`src/rtl/filter_div_arbiter.sv`:
```
// filter_div_arbiter
//   Shares one iterative divider between NUM_CH filter channels in average mode.
//   Each channel posts a (sum, count) pair with a one-clock request. The pair is
//   latched into a per-channel slot, the divider is granted round-robin, and the
//   quotient is returned on out_o with a one-clock per-channel ready strobe.
//
//   Optional build macro FILTER_DIV_TMO_EN: adds a divider watchdog. If the
//   divider does not answer within TMO_CYC clocks of WAIT, the channel receives
//   0xFFFFFFFF and its div-by-zero/fault health bit is set. Without the macro,
//   WAIT holds until div_done_i.
//
// Ports
//   clk_i        system clock
//   reset_n_i    asynchronous active-low reset
//   req_i        per-channel request strobe (1 clk)
//   num_i/den_i  per-channel numerator/denominator, ch k at [k*W +: W]
//   div_start_o  1-clk start pulse to the divider
//   div_num_o    numerator to the divider, stable from start to done
//   div_den_o    denominator to the divider, stable from start to done
//   div_done_i   1-clk divider completion strobe
//   div_quot_i   divider quotient, valid with div_done_i
//   out_o        per-channel quotient, held until the next delivery
//   ready_o      per-channel 1-clk result-valid strobe
//   health_o     per channel: [0] div-by-zero / timeout, [1] request while pending
//
// state   | meaning
// IDLE    | no operation; picks the next pending channel from the RR pointer
// ISSUE   | grant latched; start the divider or short-circuit a zero divisor
// WAIT    | divider busy on the granted channel
// DELIVER | write quotient to the granted channel, advance the RR pointer

module filter_div_arbiter #(
  parameter int NUM_CH  = 4,
  parameter int NUM_W   = 64,
  parameter int DEN_W   = 32,
  parameter int TMO_CYC = 128
) (
  input  logic                    clk_i,
  input  logic                    reset_n_i,
  input  logic [NUM_CH-1:0]       req_i,
  input  logic [NUM_CH*NUM_W-1:0] num_i,
  input  logic [NUM_CH*DEN_W-1:0] den_i,
  output logic                    div_start_o,
  output logic [NUM_W-1:0]        div_num_o,
  output logic [DEN_W-1:0]        div_den_o,
  input  logic                    div_done_i,
  input  logic [31:0]             div_quot_i,
  output logic [NUM_CH*32-1:0]    out_o,
  output logic [NUM_CH-1:0]       ready_o,
  output logic [NUM_CH*2-1:0]     health_o
);

  localparam int CH_W = $clog2(NUM_CH);

  typedef enum logic [1:0] {
    IDLE    = 2'd0,
    ISSUE   = 2'd1,
    WAIT    = 2'd2,
    DELIVER = 2'd3
  } state_e;

  state_e              state_q, state_d;
  logic [CH_W-1:0]     gnt_q, gnt_d;
  logic [CH_W-1:0]     rr_q, rr_d;
  logic [31:0]         quot_q, quot_d;
  logic [NUM_CH-1:0]   pend_q;
  logic [NUM_W-1:0]    slot_num_q [NUM_CH];
  logic [DEN_W-1:0]    slot_den_q [NUM_CH];
  logic [NUM_CH*32-1:0] out_q;
  logic [NUM_CH-1:0]   ready_q;
  logic [NUM_CH*2-1:0] health_q;
  logic                err_set;
  logic [NUM_CH-1:0]   dlv_vec;
  logic [NUM_CH-1:0]   err_vec;

`ifdef FILTER_DIV_TMO_EN
  localparam int TMO_W = $clog2(TMO_CYC + 1);
  logic [TMO_W-1:0]    tmo_q, tmo_d;
`else
  // TMO_CYC has no role without the watchdog.
  logic                tmo_cyc_unused;
  assign tmo_cyc_unused = ^TMO_CYC;
`endif

  // First pending channel at or after the pointer, wrapping around.
  function automatic logic [CH_W-1:0] rr_pick(input logic [NUM_CH-1:0] pend,
                                              input logic [CH_W-1:0]   ptr);
    logic [CH_W-1:0] pick;
    logic [CH_W-1:0] cand_idx;
    logic            found;
    int              cand;
    pick  = ptr;
    found = 1'b0;
    for (int i = 0; i < NUM_CH; i++) begin
      cand = int'(ptr) + i;
      if (cand >= NUM_CH) cand = cand - NUM_CH;
      cand_idx = CH_W'(cand);
      if (!found && pend[cand_idx]) begin
        pick  = cand_idx;
        found = 1'b1;
      end
    end
    return pick;
  endfunction

  always_comb begin
    state_d     = state_q;
    gnt_d       = gnt_q;
    rr_d        = rr_q;
    quot_d      = quot_q;
    div_start_o = 1'b0;
    err_set     = 1'b0;
`ifdef FILTER_DIV_TMO_EN
    tmo_d       = tmo_q;
`endif
    case (state_q)
      IDLE: begin
        if (|pend_q) begin
          gnt_d   = rr_pick(pend_q, rr_q);
          state_d = ISSUE;
        end
      end
      ISSUE: begin
        if (slot_den_q[gnt_q] == '0) begin
          quot_d  = '0;
          err_set = 1'b1;
          state_d = DELIVER;
        end else begin
          div_start_o = 1'b1;
          state_d     = WAIT;
`ifdef FILTER_DIV_TMO_EN
          tmo_d       = TMO_W'(TMO_CYC - 1);
`endif
        end
      end
      WAIT: begin
        if (div_done_i) begin
          quot_d  = div_quot_i;
          state_d = DELIVER;
        end
`ifdef FILTER_DIV_TMO_EN
        else if (tmo_q == '0) begin
          quot_d  = '1;
          err_set = 1'b1;
          state_d = DELIVER;
        end else begin
          tmo_d = tmo_q - TMO_W'(1);
        end
`endif
      end
      DELIVER: begin
        rr_d    = (gnt_q == CH_W'(NUM_CH - 1)) ? '0 : gnt_q + CH_W'(1);
        state_d = IDLE;
      end
      default: state_d = IDLE;
    endcase
  end

  always_comb begin
    dlv_vec = '0;
    err_vec = '0;
    if (state_q == DELIVER) dlv_vec[gnt_q] = 1'b1;
    if (err_set)            err_vec[gnt_q] = 1'b1;
  end

  always_ff @(posedge clk_i or negedge reset_n_i) begin
    if (!reset_n_i) begin
      state_q  <= IDLE;
      gnt_q    <= '0;
      rr_q     <= '0;
      quot_q   <= '0;
      pend_q   <= '0;
      out_q    <= '0;
      ready_q  <= '0;
      health_q <= '0;
`ifdef FILTER_DIV_TMO_EN
      tmo_q    <= '0;
`endif
      for (int k = 0; k < NUM_CH; k++) begin
        slot_num_q[k] <= '0;
        slot_den_q[k] <= '0;
      end
    end else begin
      state_q <= state_d;
      gnt_q   <= gnt_d;
      rr_q    <= rr_d;
      quot_q  <= quot_d;
      ready_q <= dlv_vec;
`ifdef FILTER_DIV_TMO_EN
      tmo_q   <= tmo_d;
`endif
      for (int k = 0; k < NUM_CH; k++) begin
        if (dlv_vec[k]) out_q[k*32 +: 32] <= quot_q;
        if (err_vec[k]) health_q[2*k] <= 1'b1;
        // A delivery frees the slot on the same edge, so a request arriving
        // then is accepted as a fresh one rather than flagged.
        if (req_i[k]) begin
          if (!pend_q[k] || dlv_vec[k]) begin
            slot_num_q[k] <= num_i[k*NUM_W +: NUM_W];
            slot_den_q[k] <= den_i[k*DEN_W +: DEN_W];
            pend_q[k]     <= 1'b1;
          end else begin
            health_q[2*k+1] <= 1'b1;
          end
        end else if (dlv_vec[k]) begin
          pend_q[k] <= 1'b0;
        end
      end
    end
  end

  assign div_num_o = slot_num_q[gnt_q];
  assign div_den_o = slot_den_q[gnt_q];
  assign out_o     = out_q;
  assign ready_o   = ready_q;
  assign health_o  = health_q;

endmodule

```
`config.mk`:
```
export PLATFORM = sky130hd
export DESIGN_NAME = filter_div_arbiter
export DESIGN_NICKNAME = d
export VERILOG_FILES = /design/src/rtl/filter_div_arbiter.sv
export SDC_FILE = /design/constraint.sdc
export NUM_CORES = 1
export LEC_CHECK = 0
export CAP_MARGIN = 40
export CORE_MARGIN = 2
export CORE_UTILIZATION = 30
export DETAILED_ROUTE_END_ITERATION = 16
export GPL_ROUTABILITY_DRIVEN = 0
export PLACE_DENSITY = 0.5
export SLEW_MARGIN = 20
export SYNTH_ARGS = -nofsm -noshare
export SYNTH_HDL_FRONTEND = slang
export SYNTH_SLANG_ARGS = --single-unit
```
`constraint.sdc`:
```
create_clock -name clk_i -period 5.32 [get_ports clk_i]
set_clock_uncertainty 0.15 [all_clocks]
set_input_delay 0.532 -clock clk_i [delete_from_list [all_inputs] [get_ports clk_i]]
set_output_delay 0.532 -clock clk_i [all_outputs]
set_load 0.01 [all_outputs]
```
# Word-level counts from Yosys, hierarchy flattened
# Cells that the tools add are included.
[classes]
muxes = 67
n_addsub = 8
n_eq_ne = 11
n_reduce_logical = 38
magnitude_cmp = 11
bitwise_logic = 5
[op_table]
columns = ["cell", "n"]
rows = [
  ["64-bit binary-select mux with 2-bit select", 1],
  ["32-bit 2-to-1 mux", 4],
  ["64-bit 2-to-1 mux", 2],
  ["32-bit binary-select mux with 2-bit select", 1],
  ["32-bit case mux with 2 select lines", 1],
  ["2-bit 2-to-1 mux", 19],
  ["32-bit zero test", 1],
  ["1-bit 2-to-1 mux", 31],
  ["2-bit AND reduction", 14],
  ["2-bit by 3-bit < comparator with 1-bit output, second input constant", 5],
  ["3-bit greater-or-equal comparator, second input constant", 4],
  ["2-bit nonzero test", 5],
  ["1-bit binary-select mux with 2-bit select", 4],
  ["4-bit 2-to-1 mux", 2],
  ["2-bit by 1-bit inequality test with 1-bit output, second input constant", 4],
  ["2-bit case mux with 4 select lines", 1],
  ["2-bit by 1-bit subtractor with 2-bit output, second input constant", 4],
  ["1-bit zero test", 7],
  ["2-bit by 2-bit adder with 3-bit output, second input constant", 2],
  ["2-bit equality test, second input constant", 3],
  ["2-bit inequality test, second input constant", 3],
  ["1-bit logical AND", 4],
  ["1-bit logical OR", 4],
  ["1-bit NOT", 4],
  ["10 further kinds", 10],
]
[totals]
wordCells = 169
regBits = 566
out_inout_bits = 237
input_bits = 423

# Depth between registers and ports, before layout
[logic_depth]
ltp_word = 22
mapped_depth = 12
mapped_depth_nobuf = 6

# Worst setup path before layout
# OpenSTA, ideal clock, no wires.
[synth_timing]
kind = "register to register"
from = "register gnt_q[0]"
to = "register slot_den_q[100] (netlist name)"
path_stages_with_launch = 13
arrival_ps = 3559
setup_slack_ps = 1486
required_time_ps = 5045
path_buffers = 6
setup_time_ps = 125
period_less_slack_ps = 3834
path_cell_list = "dfrtp_1 buf_6 buf_2 buf_1 buf_1 inv_1 ha_1 nand2_1 nand2_1 nand2_1 buf_1 clkbuf_1 mux2_2"
[synth_via]
elab_chain_len = 7
word_cells_on_any_way = 8
cone_classes = "order compare (2); mux (3); reduce/logical (3)"
[synth_lines]
columns = ["element", "line_no", "rtl"]
rows = [
  ["start, declared", "63", "logic [CH_W-1:0] gnt_q, gnt_d;"],
  ["start signal, assigned", "185", "gnt_q <= gnt_d;"],
  ["2-bit by 3-bit < comparator with 1-bit output (implied by the code) / 2-bit by 1-bit greater-or-equal comparator with 1-bit output (equally long branches)", "162", "if (state_q == DELIVER) dlv_vec[gnt_q] = 1'b1;"],
  ["1-bit logical AND (implied by the code)", "162", ""],
  ["1-bit 2-to-1 mux (implied by the code)", "162", ""],
  ["1-bit demux with 2-bit select *", "162", ""],
  ["4-bit 2-to-1 mux *", "162", ""],
  ["1-bit logical OR *", "198", "if (!pend_q[k] || dlv_vec[k]) begin"],
  ["2-bit AND reduction (no source line) *", "n/a", ""],
  ["end signal, assigned by index", "200", "slot_den_q[k] <= den_i[k*DEN_W +: DEN_W];"],
  ["end, declared", "68", "logic [DEN_W-1:0] slot_den_q [NUM_CH];"],
]
# Every way passes the cells marked *; elsewhere a longest branch is shown, timed or not.
# A chain may end at the register's enable or synchronous reset.

# Worst setup path in the final report
[layout_timing]
from = "register gnt_q[0]"
to = "output port div_start_o"
[layout_via]
elab_chain_len = 7
[layout_lines]
columns = ["element", "line_no", "rtl"]
rows = [
  ["2-bit NOT with 3-bit output (implied by the code)", "124", "if (slot_den_q[gnt_q] == '0) begin"],
  ["32-bit binary-select mux with 2-bit select", "124", ""],
  ["32-bit 2-to-1 mux (implied by the code) (2 in series)", "124", ""],
  ["32-bit zero test", "124", ""],
  ["1-bit 2-to-1 mux", "124", ""],
  ["1-bit 2-to-1 mux", "116", "case (state_q)"],
  ["end, declared", "43", "output logic div_start_o,"],
]
# Every way passes these cells. The select of a mux whose other input is x is not followed.

==> summary.md <==
| Metric | Value |
|---|---|
| Status | finished, final reports clean |
| Fin area | 0.0337 mm² |
| Clk buf depth | 3 |
| Core ar. | 0.0776 mm² |
| WS Path Type | reg -> out |
| Hold Slack | 320 ps |
| First-pass GRT wire length | 119 mm |
| Mapped Area | 0.0235 mm² |
| Synth top area share | 60.2% |
| # clock sinks | 566 |
| Starting density of the core | 30.3% |
| Startpoint Class | flop |
| Final hold viol count | 0 |
| Critical Path End Type | output pin |
| Leak | 14.3 nW |
| Met2 Wirelength | 42.1 mm |
| Number of global-route vias before repair | 16.9k |
| Switching Power | 6.36 mW |
| Final core occ | 43.4% |
| Die H | 284 µm |
| Routed metal-1 wirelength | 31.4 mm |
| Area Overhead vs Synth | 43.2% |
| CTS Buf Count | 68 |
| Syn_nets | 1,856 |
| DR vias | 15.1k |
| Pwr dens | 601 mW/mm² |
| Global Route Usage Sum | 19.9% |
| CTS tree | yes |
| Post-route ant nets | 0 |
| # setup viols final | 0 |
| Sequential-to-total area share from yosys stat | 60.2% |
| DR WL/cell | 25.5 µm |
| Maximum clock frequency | 0.228 GHz |
| Vias per cell | 4.75 |
| Top-Level Pins | 660 |
| Synth area leaders | dfrtp_1 (60%), mux2_2 (25%), mux4_2 (9.2%), o2bb2ai_1 (1.2%), clkbuf_1 (0.80%) |
| Post-synthesis instance total | 1,424 |
| Min-delay src | health_o[2]$_DFFE_PN0P_ |
| Worst slew pin tran | 800 ps |
| Die area | 0.0807 mm² |
| Clk_lat worst skew | 610 ps |
| Layout cells sized above 1 | 35.4% |
| Period utilisation layout | 82.4% |
| Met3 wire length | 5.75 mm |
| Maximum VDD drop | 0.000279 V |
| # fillers | 7,137 |
| Root Buffer Master | clkbuf_16 |
| Switching share of power | 31.4% |
| Hold Path Class | reg -> reg |
| Yosys warning count | 0 |
| Clk slew on worst S/H paths | 60 ps |
| Synth area leader | dfrtp_1 |
| Combinational power share | 40.6% |
| Largest net degree at the start of global routing | 130 |
| Max-slew headroom | 46.7% |
| Internal | 13.9 mW |
| DRC violations left | 0 |
| Slew Viols, Final | 0 |
| Critical path arrival | 3700 ps |
| Final TNS setup | 0 ps |
| Global route overflow | 0 |
| Nets | 2,524 |
| Worst reg-to-reg setup slack | 1750 ps |
| Min cycle time layout | 4380 ps |
| RSZ-0062 raised after global routing | no |
| Crit Path Max Fanout | 25 |
| Tot Pwr | 20.2 mW |
| Max cap viols | 0 |
| Avg Cell Area, Syn | 16.5 µm² |
| Setup crit start | gnt_q[0]$_DFFE_PN0P_ |
| Clock Power Share | 22.6% |
| Top Metal Used | met5 |
| Area occupied by multi-input gates | 0.00896 mm² |
| Worst EP required | 4640 ps |
| IO buf count | 659 |
| RR Startpoint | gnt_q[0]$_DFFE_PN0P_ |
| DRT Pass-1 Iters | 4 |
| Site Rows | 102 |
| Total Wirelength | 81.1 mm |
| Placed cell area | 0.0314 mm² |
| Register Area | 0.0142 mm² |
| Die X | 284 µm |
| Cell variety after synth | 32 |
| Initial DRC count | 546 |
| Sequential share of power | 36.7% |
| Register bit count reported by yosys | 566 |
| DP Wirelength | 57.7 mm |
| H-tree depth | 3 |
| Initial antenna violation count | 28 |
-- cell families (layout without fill, tap and decap cells) --
logic type	after synthesis	after routing	synth area share [%]
other cells	0	10	0
buf+inv	103	815	1.85
flops	566	566	60.2
fa+ha+maj	9	9	0.479
compound gates	57	57	1.98
mux	609	609	33.7
simple gates	80	80	1.76
-- sequential cells by signal, summed over array words and instances (netlist names) --
name,flops
pend_q,4
out_o,128
slot_den_q,128
ready_o,4
gnt_q,2
health_o,8
quot_q,32
rr_q,2
slot_num_q,256
state_q,2
-- worst max-delay path, stage by stage, from the launching register on --
cell and delay (ps):
dfrtp_4 630, buf_12 290, mux4_2 550, or4_1 600, nor2_2 240, a41oi_4 230
clkdlybuf4s50_1 540
-- power by group through the flow --
stage	sequential, mW	clock, mW	combinational [mW]
2_1_floorplan	7.14	0	4.53
3_3_place_gp	7.57	0	8.14
3_5_place_dp	7.57	0	8.32
4_1_cts	7.50	4.74	8.36
5_1_grt	7.67	4.91	8.77
6_report	7.44	4.58	8.23
-- Yosys cell counts --
cell	instances
or2_1	1
a31o_2	4
buf_6	6
o2bb2ai_1	32
a21oi_1	6
nor4_1	1
o221ai_1	1
a211o_1	1
or4_4	1
mux2i_1	1
nor2b_1	3
o21ai_0	6
or4_1	7
buf_1	34
nand2_1	20
mux2_2	512
nand2b_1	5
mux4_2	96
a21o_1	4
nor2_1	6
nor2_4	1
clkbuf_1	50
nand3_1	32
nor3_1	1
inv_1	11
dfrtp_1	566
buf_2	2
o22ai_1	1
o22a_1	1
ha_1	9
nor2_2	2
a41oi_4	1
-- final cells by class --
class | instances | area share (%)
antenna | 10 | 0.0743
timing repair buffer | 690 | 20.8
clock buffer | 94 | 5.82
multi-input combinational | 755 | 26.6
sequential | 566 | 42.1
inverter | 11 | 0.123
clock inverter | 20 | 0.672
tap | 1040 | 3.86
-- path summary, 6_finish.rpt --
check,to,depth (start not counted)
setup reg to reg,quot_q[5]$_DFFE_PN0P_,8
min in group asynchronous,slot_num_q[16]$_DFFE_PN0P_,2
hold / removal,health_o[2]$_DFFE_PN0P_,1
max in group asynchronous,slot_num_q[65]$_DFFE_PN0P_,3
setup / recovery,div_start_o,6
hold reg to reg,health_o[2]$_DFFE_PN0P_,1
-- stage by stage --
step	setup slack, ps	instances
CTS	640	3175
global placement	1350	3058
finish	936	3186
floorplan	1490	1424
detailed placement	1320	3060
global route	758	3182
-- cell usage in the layout (no fill, tap or decap), types with 14 or more instances in the layout --
master / synthesis / routed
buf_4: 0 / 18
nand2_1: 20 / 16
clkdlybuf4s50_1: 0 / 658
clkbuf_16: 0 / 69
nand3_1: 32 / 32
mux2_2: 512 / 512
o2bb2ai_1: 32 / 32
clkbuf_8: 0 / 14
dfrtp_1: 566 / 564
mux4_2: 96 / 96
-- what timing repair did --
item | 4_1_cts | 5_1_grt
hold buffers | 1 | 0
gates resized for setup | 0 | 0
hold endpoints to repair | 75 | 0
setup buffers | 0 | 0
-- layer usage --
layer / track usage, % / vias to the layer above
li1: - / 6615
met1: 23.0 / 7964
met2: 35.1 / 409
met3: 6.94 / 122
met4: 5.14 / 34
met5: 0 / -
Note: power is estimated with default switching activity, not from simulation.
